### config.mk
export PLATFORM = sky130hd
export DESIGN_NAME = shift_register_piso_tx
export DESIGN_NICKNAME = d
export VERILOG_FILES = /design/src/rtl/shift_register_piso_tx.sv
export SDC_FILE = /design/constraint.sdc
export NUM_CORES = 1
export LEC_CHECK = 0
export ABC_AREA = 1
export CORE_AREA = 2 2 39 41
export DETAILED_ROUTE_END_ITERATION = 12
export DIE_AREA = 0 0 41 43
export GPL_TIMING_DRIVEN = 0
export HOLD_SLACK_MARGIN = 0.03
export PLACE_DENSITY = 0.66
export SLEW_MARGIN = 0
export SYNTH_ARGS = -nofsm -noshare
export SYNTH_HDL_FRONTEND = slang
export SYNTH_SLANG_ARGS = --single-unit
### constraint.sdc
create_clock -name clk -period 1.13 [get_ports clk]
set_input_delay 0.1695 -clock clk [delete_from_list [all_inputs] [get_ports clk]]
set_output_delay 0.1695 -clock clk [all_outputs]
set_load 0.01 [all_outputs]
### src/rtl/shift_register_piso_tx.sv
// Parallel-in, serial-out transmitter. Accepts a word through a valid/ready
// load handshake and emits it on dout, one bit per enabled edge.
module shift_register_piso_tx #(
    parameter int WIDTH     = 4,
    parameter bit MSB_FIRST = 1'b0
) (
    input  logic                         clk,
    input  logic                         rst,
    input  logic                         enable,
    input  logic                         load_valid,
    output logic                         load_ready,
    input  logic [WIDTH-1:0]             data_in,
    output logic                         dout,
    output logic                         busy,
    output logic                         done,
    output logic [$clog2(WIDTH+1)-1:0]   bit_cnt
);

    localparam int CW = $clog2(WIDTH+1);

    // Handshake: a word moves on a rising edge where load_valid && load_ready;
    // load_ready is high only in IDLE, and load_valid is ignored otherwise.
    typedef enum logic {IDLE, SHIFT} state_e;

    state_e           state_q, state_d;
    // Holds only the bits not yet presented; the current bit lives in dout_q.
    logic [WIDTH-2:0] shreg_q, shreg_d;
    logic [CW-1:0]    bit_cnt_q, bit_cnt_d;
    logic             dout_q, dout_d;
    logic             done_q, done_d;
    logic             last_bit;
    logic             consume;
    logic             accept;

    assign last_bit = (bit_cnt_q == CW'(WIDTH - 1));
    assign consume  = (state_q == SHIFT) && enable;
    assign accept   = (state_q == IDLE) && load_valid;

    always_ff @(posedge clk or posedge rst) begin
        if (rst) begin
            state_q <= IDLE;
        end else begin
            state_q <= state_d;
        end
    end

    always_comb begin
        state_d = state_q;
        case (state_q)
            IDLE:    if (load_valid) state_d = SHIFT;
            SHIFT:   if (enable && last_bit) state_d = IDLE;
            default: state_d = IDLE;
        endcase
    end

    always_comb begin
        load_ready = (state_q == IDLE);
        busy       = (state_q == SHIFT);
    end

    always_comb begin
        shreg_d   = shreg_q;
        bit_cnt_d = bit_cnt_q;
        dout_d    = dout_q;
        done_d    = 1'b0;
        if (accept) begin
            bit_cnt_d = '0;
            if (MSB_FIRST) begin
                dout_d  = data_in[WIDTH-1];
                shreg_d = data_in[WIDTH-2:0];
            end else begin
                dout_d  = data_in[0];
                shreg_d = data_in[WIDTH-1:1];
            end
        end else if (consume) begin
            if (last_bit) begin
                bit_cnt_d = '0;
                dout_d    = 1'b0;
                done_d    = 1'b1;
                shreg_d   = '0;
            end else begin
                bit_cnt_d = bit_cnt_q + 1'b1;
                if (MSB_FIRST) begin
                    dout_d  = shreg_q[WIDTH-2];
                    shreg_d = shreg_q << 1;
                end else begin
                    dout_d  = shreg_q[0];
                    shreg_d = shreg_q >> 1;
                end
            end
        end
    end

    always_ff @(posedge clk or posedge rst) begin
        if (rst) begin
            shreg_q   <= '0;
            bit_cnt_q <= '0;
            dout_q    <= 1'b0;
            done_q    <= 1'b0;
        end else begin
            shreg_q   <= shreg_d;
            bit_cnt_q <= bit_cnt_d;
            dout_q    <= dout_d;
            done_q    <= done_d;
        end
    end

    assign dout    = dout_q;
    assign done    = done_q;
    assign bit_cnt = bit_cnt_q;

endmodule
# After elaboration in Yosys (flattened, before gate mapping)
# Cells that the tools add are included.
# op_classes
addsub	1
muxes	15
n_reduce_logical	4
n_eq_ne	1
bitwise_logic	1
# ops
cell	count
3-bit two-way mux	5
1-bit two-way mux	8
3-bit by 1-bit adder with 3-bit output, second input constant	1
3-bit by 2-bit == test with 1-bit output, second input constant	1
1-bit logical AND	3
2-bit two-way mux	1
1-bit one-hot mux with 2 select lines	1
2-bit nonzero test	1
1-bit inverter	1
# totals
output_inout_bits	7
regBits	9
wordCells	27

# Logic depth before layout (Yosys ltp)
# depth
word_depth	4
ltp_mapped	6
ltp_nobuf	6

# Worst setup path before layout
# No wires, ideal clock.
# synth_timing
path_kind	register to register
from	register bit_cnt_q[0] (netlist: bit_cnt[0])
to	register dout_q (netlist: dout)
setup_time_ns	0.065
slack_ns	0.078
t_arrival_ns	0.987
synth_period_minus_slack_ns	1.052
path_buffers	0
stages_incl_launch_ff	7
cell_sequence	dfrtp_1 -> ha_1 -> nand2_1 -> nand2_1 -> nand2_1 -> nand2_1 -> nand2_1
# synth_via
elab_chain_len	4
# synth_lines
element	line_no	text
start: declaration	28	logic [CW-1:0] bit_cnt_q, bit_cnt_d;
start signal: assignment	102	bit_cnt_q <= bit_cnt_d;
3-bit by 2-bit == test with 1-bit output	35	assign last_bit = (bit_cnt_q == CW'(WIDTH - 1));
1-bit two-way mux	76	if (last_bit) begin
1-bit two-way mux	75	end else if (consume) begin
1-bit two-way mux	66	if (accept) begin
end signal: assignment	103	dout_q <= dout_d;
end: declaration	29	logic dout_q, dout_d;
# Every way passes these cells. The select of a mux whose other input is x is not followed.
# A chain may end at the register's enable or synchronous reset.

# Final worst setup path
# layout_timing
from	register bit_cnt_q[1] (netlist: bit_cnt[1])
to	output port bit_cnt[1]
# layout_rtl
element	line_no	text
end: declaration	16	output logic [$clog2(WIDTH+1)-1:0] bit_cnt
# No word-level cell between the ends.

==> metrics.txt <==
HP Class in -> async; Syn. warnings 0; area delta synth->final 52.9%; Synth Register Bits 9; IO Port Bufs 14; fin area 654 um2; Seq/Total Area, Yosys 52.6%; Slew @ Worst Pin 0.342 ns; cells after synthesis 54; Peak Freq 913 MHz; critical path class reg -> out; Critical Path Max Stage Delay 0.39 ns; nets 87; final setup fails 0; Pleak 0.000370 uW; 1st-iter DRT viols 8; routed vias 395; most common cell after layout, fill and taps aside nand2_1; Final Skew 0.00332 ns; PD cells 1980 nW/um2; setup TNS 0 ns; CP max-delay cell dfrtp_1; Largest delay share family, worst path flip-flops; initial antenna violation count 0; clk root buf clkbuf_4; Clock Pin Slew Worst Setup and Hold Paths 0.06 ns; CP startpoint bit_cnt[1]; Final ANT Viol Nets 0; clock sinks 9; Reg2Reg Depth 6; Final Hold Fails 0; worst path cell trace dlygate4sd2_1; CP Buf/Inv Count 1; CTS tree done; CTS Buf Count 3; first-pass GRT wire length 1390 um; Slew Limit Fails 0; Net Count, Synth 63; initial core utilization 30.9%; Critical R2R Launch busy; DRC viols 0; vias in the first global route 355; DIE HEIGHT 43 um; end point of the critical path bit_cnt[1]; cell area after synthesis 428 um2; Worst EP required 0.96 ns; largest net degree at the start of global routing 10; crit-path max FO 3; unique cell type count in the Yosys netlist 12; Placed Area 588 um2; die area 1760 um2; GPL Wtd Cong 0.757; Antenna Cells 0; max cap viols 0; crit end category output pin; worst r2r dst bit_cnt[1]; die width 41 um; Pre-Repair DR Iteration Count 3; H-tree levels 1; Tot GR Track Use 12.2%; status completed; HPWL Detailed 635 um; vias per cell 4.25; Placement Rows 14; layout cells sized above 1 23.4%; Layout Utilization 47.3%; Detailed Route WL 864 um; commonest non-fill, non-tap cells in the layout 22 x nand2_1, 9 x dfrtp_1, 7 x clkdlybuf4s50_1, 6 x inv_1, 5 x buf_4; Slew headroom 77.2%; io pins 15; Worst Path Arrival 0.93 ns; core region area 1380 um2; Critical Path Start Type flip-flop; final period utilization 96.9%; Avg Cell Area, Syn 7.92 um2; register-to-register setup slack 0.08 ns; clock buffer depth 2; Crit path depth 1; GRT overflow 0; worst skew pair latency 0.25 ns; WL/cell 9.29 um; Peak VDD IR 0.923 mV; Final Critical Period 1.09 ns
state kept, by name, summed over array words and instances (netlist names):
name	cells
dout	1
done	1
bit_cnt	3
shreg_q	3
busy	1
routing by layer:
metal	wire, um	track usage [%]
met5	0	0
met4	13	4.00
met3	30	7.85
met2	438	18.4
met1	381	13.3
worst min path at each step:
| stage | from | end | slack [ns] | cells past startpoint |
|---|---|---|---|---|
| after global placement | rst | bit_cnt[0] | 0.45 | 2 |
| after global routing | rst | bit_cnt[2] | 0.23 | 2 |
| final | rst | dout | 0.17 | 2 |
| after floorplan | rst | bit_cnt[0] | -0.003 | 1 |
| after CTS | rst | bit_cnt[0] | 0.18 | 2 |
| after detailed placement | rst | bit_cnt[0] | 0.45 | 2 |
power breakdown:
| group | internal, uW | switching, uW |
|---|---|---|
| Sequential | 422 | 64.0 |
| Clock | 136 | 104 |
| Combinational | 277 | 293 |
| Total | 835 | 461 |
Yosys cell counts:
cell type	instances	area [um2]
inv_2	2	7.51
o21ai_2	1	8.76
nor2_1	2	7.51
a21oi_1	2	10.0
inv_1	6	22.5
o21ai_0	3	15.0
dfrtp_1	9	225
nand3_1	1	5.00
nand2_1	24	90.1
nor2_4	1	11.3
nand2_2	2	12.5
ha_1	1	12.5
cell type report:
cell class / instances / area [um2]
flip-flops and latches: 9 / 225
repair buffers: 19 / 168
fillers: 137 / 729
inverters: 8 / 30.0
multi-input cells: 37 / 185
clock buffers: 4 / 26.3
well taps: 16 / 20.0
logic make-up (layout without fill, tap and decap cells):
family / after synthesis / count (layout) / share of synthesized area, %
AO/OA/AOI/OAI: 6 / 6 / 7.89
buffers and inverters: 8 / 31 / 7.02
flip-flops: 9 / 9 / 52.6
adder cells (fa/ha/maj): 1 / 1 / 2.92
AND/OR/NAND/NOR: 30 / 30 / 29.5
worst register-to-register path, cell delays in order (launching register included):
cell	delay, ns
dfrtp_1	0.41
buf_4	0.15
nand2_4	0.07
inv_2	0.07
nor2_4	0.14
nand2_1	0.08
nand2_1	0.07
per-stage QoR:
| stage | total power (uW) | setup slack, ns | hold slack, ns | std cells |
|---|---|---|---|---|
| after detailed placement | 1010 | -0.141 | 0.455 | 84 |
| after CTS | 1260 | 0.0121 | 0.176 | 91 |
| after global routing | 1400 | -0.000259 | 0.228 | 93 |
| final | 1300 | 0.0352 | 0.171 | 93 |
| after floorplan | 783 | 0.0778 | -0.00258 | 54 |
| after global placement | 1000 | -0.143 | 0.452 | 84 |
repair_timing:
action / in CTS / in global routing
buffers inserted: 3 / 2
hold buffers: 0 / 0
pin swaps: 0 / 1
endpoints found under the setup margin: 7 / 10
resized for setup: 11 / 5
Power figures use the tool's default switching activity.
